<file path="config.mk">
export PLATFORM = sky130hd
export DESIGN_NAME = screen_controller
export DESIGN_NICKNAME = d
export VERILOG_FILES = /design/src/rtl/screen_controller.sv
export SDC_FILE = /design/constraint.sdc
export NUM_CORES = 1
export LEC_CHECK = 0
export CAP_MARGIN = 30
export CORE_ASPECT_RATIO = 1.4
export CORE_MARGIN = 5
export CORE_UTILIZATION = 51
export CTS_CLUSTER_DIAMETER = 60
export DETAILED_ROUTE_END_ITERATION = 16
export PLACE_DENSITY = 0.75
export SLEW_MARGIN = 20
export SYNTH_ARGS = -nofsm -noshare
export SYNTH_HDL_FRONTEND = slang
export SYNTH_SLANG_ARGS = --single-unit
export TNS_END_PERCENT = 30
</file>
<file path="constraint.sdc">
create_clock -name pclk -period 2.38 [get_ports pclk]
set_clock_uncertainty 0.15 [all_clocks]
set_input_delay 0.238 -clock pclk [delete_from_list [all_inputs] [get_ports pclk]]
set_output_delay 0.238 -clock pclk [all_outputs]
set_load 0.1 [all_outputs]
</file>
<file path="src/rtl/screen_controller.sv">
// Screen sequencer for the Pong display path.
// Button presses move an internal FSM immediately; the display-facing
// controls (screen_mode, icon_highlighter, speed_selector) are only
// refreshed on the rising edge of vblnk so a screen never tears mid-frame.
//
// state    | meaning
// ---------+--------------------------------------------------------
// MENU     | main menu, cursor selects play / options / credits
// GAME     | match running, watching score for a winner
// OPTIONS  | ball speed adjust with up/down
// CREDITS  | static credits page
// P1WIN    | left player won, held for WIN_HOLD_FRAMES frames
// P2WIN    | right player won, held for WIN_HOLD_FRAMES frames
//
// The state encoding equals the screen_mode code, so committing the
// screen is a straight copy of the state register.

module screen_controller #(
  parameter logic [3:0] WIN_SCORE       = 4'd9,
  parameter logic [9:0] WIN_HOLD_FRAMES = 10'd180,
  parameter logic [1:0] DEFAULT_SPEED   = 2'd1
) (
  input  logic       pclk,
  input  logic       rst,
  input  logic       btn_up,
  input  logic       btn_down,
  input  logic       btn_select,
  input  logic       btn_back,
  input  logic [7:0] score,
  input  logic       vblnk,
  output logic [2:0] screen_mode,
  output logic [1:0] icon_highlighter,
  output logic [1:0] speed_selector,
  output logic       game_start,
  output logic       game_active
);

  typedef enum logic [2:0] {
    MENU    = 3'b000,
    GAME    = 3'b001,
    CREDITS = 3'b010,
    OPTIONS = 3'b011,
    P1WIN   = 3'b100,
    P2WIN   = 3'b101
  } state_t;

  state_t     state;
  logic [1:0] cursor;
  logic [1:0] speed;
  logic [9:0] hold_cnt;

  logic       up_d;
  logic       down_d;
  logic       select_d;
  logic       back_d;
  logic       vblnk_d;

  logic       press_up;
  logic       press_down;
  logic       press_select;
  logic       press_back;
  logic       act_up;
  logic       act_down;
  logic       act_select;
  logic       act_back;
  logic       vblnk_rise;
  logic       p1_reached;
  logic       p2_reached;

  // Rising-edge detect and single-winner arbitration: select > back > up > down.
  always_comb begin
    press_up     = btn_up & ~up_d;
    press_down   = btn_down & ~down_d;
    press_select = btn_select & ~select_d;
    press_back   = btn_back & ~back_d;

    act_select   = press_select;
    act_back     = press_back & ~press_select;
    act_up       = press_up & ~press_select & ~press_back;
    act_down     = press_down & ~press_select & ~press_back & ~press_up;

    vblnk_rise   = vblnk & ~vblnk_d;
    p1_reached   = (score[7:4] >= WIN_SCORE);
    p2_reached   = (score[3:0] >= WIN_SCORE);
  end

  // Delayed copies of the button and vblnk levels for edge detection.
  always_ff @(posedge pclk or negedge rst) begin
    if (!rst) begin
      up_d     <= 1'b0;
      down_d   <= 1'b0;
      select_d <= 1'b0;
      back_d   <= 1'b0;
      vblnk_d  <= 1'b0;
    end else begin
      up_d     <= btn_up;
      down_d   <= btn_down;
      select_d <= btn_select;
      back_d   <= btn_back;
      vblnk_d  <= vblnk;
    end
  end

  // Screen FSM with registered game_start / game_active.
  // game_start doubles as the "first cycle in GAME" flag that masks the
  // score check, so a stale score from the previous match cannot end the
  // new one before the game logic has cleared it.
  always_ff @(posedge pclk or negedge rst) begin
    if (!rst) begin
      state       <= MENU;
      cursor      <= 2'd0;
      speed       <= DEFAULT_SPEED;
      hold_cnt    <= 10'd0;
      game_start  <= 1'b0;
      game_active <= 1'b0;
    end else begin
      game_start <= 1'b0;
      case (state)
        MENU: begin
          if (act_select) begin
            case (cursor)
              2'd0: begin
                state       <= GAME;
                game_start  <= 1'b1;
                game_active <= 1'b1;
              end
              2'd1:    state <= OPTIONS;
              default: state <= CREDITS;
            endcase
          end else if (act_up) begin
            cursor <= (cursor == 2'd0) ? 2'd2 : cursor - 2'd1;
          end else if (act_down) begin
            cursor <= (cursor == 2'd2) ? 2'd0 : cursor + 2'd1;
          end
        end

        GAME: begin
          if (!game_start && p1_reached) begin
            state       <= P1WIN;
            hold_cnt    <= 10'd0;
            game_active <= 1'b0;
          end else if (!game_start && p2_reached) begin
            state       <= P2WIN;
            hold_cnt    <= 10'd0;
            game_active <= 1'b0;
          end else if (act_back) begin
            state       <= MENU;
            cursor      <= 2'd0;
            game_active <= 1'b0;
          end
        end

        OPTIONS: begin
          if (act_select || act_back) begin
            state  <= MENU;
            cursor <= 2'd1;
          end else if (act_up) begin
            if (speed != 2'd3) speed <= speed + 2'd1;
          end else if (act_down) begin
            if (speed != 2'd0) speed <= speed - 2'd1;
          end
        end

        CREDITS: begin
          if (act_select || act_back) begin
            state  <= MENU;
            cursor <= 2'd2;
          end
        end

        P1WIN, P2WIN: begin
          if (act_select || (hold_cnt == WIN_HOLD_FRAMES)) begin
            state  <= MENU;
            cursor <= 2'd0;
          end else if (vblnk_rise) begin
            hold_cnt <= hold_cnt + 10'd1;
          end
        end

        default: begin
          state       <= MENU;
          cursor      <= 2'd0;
          game_active <= 1'b0;
        end
      endcase
    end
  end

  // Frame-synchronous commit of the display controls at vblank start.
  always_ff @(posedge pclk or negedge rst) begin
    if (!rst) begin
      screen_mode      <= 3'b000;
      icon_highlighter <= 2'd0;
      speed_selector   <= DEFAULT_SPEED;
    end else if (vblnk_rise) begin
      screen_mode      <= state;
      icon_highlighter <= cursor;
      speed_selector   <= speed;
    end
  end

endmodule
</file>
==> results_dict.tcl <==
set metrics [dict create \
    drt-initial-drc-count 59 \
    dr.pass1.iters 4 \
    cts_tree "yes" \
    fin_nets 227 \
    drt_drc_violations_left 0 \
    r2r_cells 7 \
    h-tree-depth 2 \
    min_period_ns 2.15 \
    critical_path_class "reg2reg" \
    synth-main-ff-cell "dfrtp_1" \
    grt_max_degree 32 \
    worstMarginPinSlew_ns 0.459 \
    crit_arrival_ns 2.17 \
    synth.most_common_cell "dfrtp_1" \
    regToRegSetupSlack_ns 0.23 \
    p_leak_nw 0.953 \
    p_per_area_nw_per_um2 1070 \
    ys_top_cells_by_area "dfrtp_1 (43%), ha_1 (4.4%), nand2_1 (4.2%)" \
    critPathMaxFanout 5 \
    final_layout_size_suffix_gt1_share_pct 17.9 \
    clockRootBuffer "clkbuf_8" \
    yosys-top-cells-count "dfrtp_1 (29), nand2_1 (19), o21ai_1 (11)" \
    drv_cap 0 \
    coreArea_sq_um 3150 \
    clockBufferDepth 2 \
    fmax_ghz 0.464 \
    hold_viol_final 0 \
    dieHeight_um 78.1 \
    finalSetupViolCount 0 \
    clock_latency_ns 0.28 \
    tns_ns 0 \
    outcome "finished clean" \
    stdcell_count 246 \
    r2r-start "hold_cnt[0]$_DFFE_PN0P_" \
    synth_fp_nets 197 \
    grt_pass1_vias 1441 \
    postCtsHoldBufs 0 \
    wl_mm 3.83 \
    area_growth_pct 21.5 \
    r2r_end "state[0]$_DFFE_PN0P_" \
    synth_cells 176 \
    cts-resized-gates 0 \
    syn_avg_cell_area_sq_um 9.60 \
    yosys.area.top_type "dfrtp_1" \
    rsz0062_at_grt "no" \
    pre_cts_slack_ns 0.0486 \
    vias_per_cell 5.86 \
    critical_path.startpoint_type "register" \
    grt_pass1_wl_mm 6.61 \
    yosys_warnings 0 \
    wl_per_cell_um 15.6 \
    die-area_sq_um 4580 \
    die_w_um 58.6 \
    peakVddDrop_mv 0.688 \
    final_antenna_net_count 0 \
    antenna_found_initial 0 \
    maxSlewViolCount 0 \
    hp-class "in2async" \
    cts-buffers-inserted 5 \
    synth_edf_count 0 \
    grt_usage_pct 18.7 \
    ys_ff_latch 31 \
    overflow 0 \
    yosysTopAreaCellShare_pct 43.0 \
    fillCellCount 263 \
    synth-async-reset-ratio_pct 100 \
    n_antenna_cell 0 \
    setup_ws_ns 0.226 \
    worstSetupStartpoint "hold_cnt[0]$_DFFE_PN0P_" \
    synth_area_sq_um 1690 \
    rows 24 \
    numPortBuffers 23 \
    period_share_pct 90.5 \
    cp.required_ns 2.40 \
    yosysSeqAreaShare_pct 46.1 \
    maxSlewHeadroom_pct 69.2 \
    cts.sinks 31 \
    gp_congestion 0.876 \
    clkTransAtPathRegs_ns 0.07 \
    yosysUniqueCellTypes 41 \
    dpl.hpwl_mm 2.89 \
    critPathCaptureType "register" \
    dp.cells 236 \
    start_util_pct 53.6 \
    ios 24 \
    vias 1441 \
]
==> metrics by stage <==
step	hold WS, ns	util, %	power, mW	instance area (sq um)
6_report	0.187	65.1	2.20	2050
5_1_grt	0.243	65.1	2.33	2050
4_1_cts	0.200	64.6	2.19	2040
3_5_place_dp	0.325	61.7	1.76	1950
3_3_place_gp	0.313	61.7	1.72	1950
2_1_floorplan	-0.208	-	1.52	1690
==> report_power, final <==
group	total (mW)	internal (mW)	switching (mW)
registers	0.703	0.626	0.0775
logic	1.07	0.351	0.720
clock network	0.430	0.233	0.197
==> layout by cell type, fill, tap and decap left out, drive strengths merged, types with 5 or more instances in the layout <==
master and instances:
buf 18, nand3 7, ha 6, a31oi 7, nand2b 6, clkbuf 7
dfrtp 29, nor3 5, o21ai 21, nand2 19, clkdlybuf4s50 14, nor2 9
inv 10
==> worst max-delay path by stage <==
stage                                 to  slack (ns)  cells after the start
finish              state[0]$_DFFE_PN0P_        0.23                      7
floorplan           state[0]$_DFFE_PN0P_        0.17                      4
global route        state[0]$_DFFE_PN0P_        0.15                      7
CTS                 state[0]$_DFFE_PN0P_        0.09                      7
detailed placement  state[0]$_DFFE_PN0P_        0.05                      7
global placement    state[0]$_DFFE_PN0P_        0.16                      7
==> area by class of cell <==
type,count,area [sq um],area share [%]
clock inverters,1,5.00,0.244
inverters,10,37.5,1.83
multi-input cells,126,821,40.0
repair buffers,32,275,13.4
well taps,39,48.8,2.38
flip-flops and latches,31,778,37.9
clock buffers,7,86.3,4.21
==> metal layers <==
layer / GRT usage [%] / up-vias / part of all wire (%)
li1: - / 688 / -
met1: 20.6 / 698 / 39
met2: 33.1 / 47 / 54
met3: 4.43 / 8 / 4.9
met4: 8.62 / 0 / 2.0
met5: 0 / - / 0
==> cell families (layout without fill, tap and decap cells) <==
family	after synthesis	in the layout	synth area share (%)
xor gates and xnor gates	1	1	0.519
buffers and inverters	19	50	5.33
DFF	31	31	46.1
AOI/OAI and AO/OA	48	48	19.7
and+or+nand+nor	67	67	21.5
adders and majority gates	6	6	4.44
muxes	4	4	2.44
==> critical path, stage by stage (launching register included) <==
cell	delay, ns
dfrtp_1	0.40
inv_1	0.06
ha_1	0.20
and4bb_2	0.24
a311oi_4	0.37
nor2_1	0.17
nand2_1	0.11
mux2_2	0.35
==> state kept, by name (all words and copies together), names as in the netlist <==
name	count
speed_selector	2
select_d	1
up_d	1
state	3
game_active	1
down_d	1
hold_cnt	10
back_d	1
cursor	2
vblnk_d	1
game_start	1
speed	2
icon_highlighter	2
screen_mode	3
==> repair_timing <==
action / CTS / global route
endpoints found under the hold margin: 0 / 0
endpoints found under the setup margin: 0 / 1
setup buffers: 0 / 2
No activity file was read; power rests on OpenSTA's default activity.
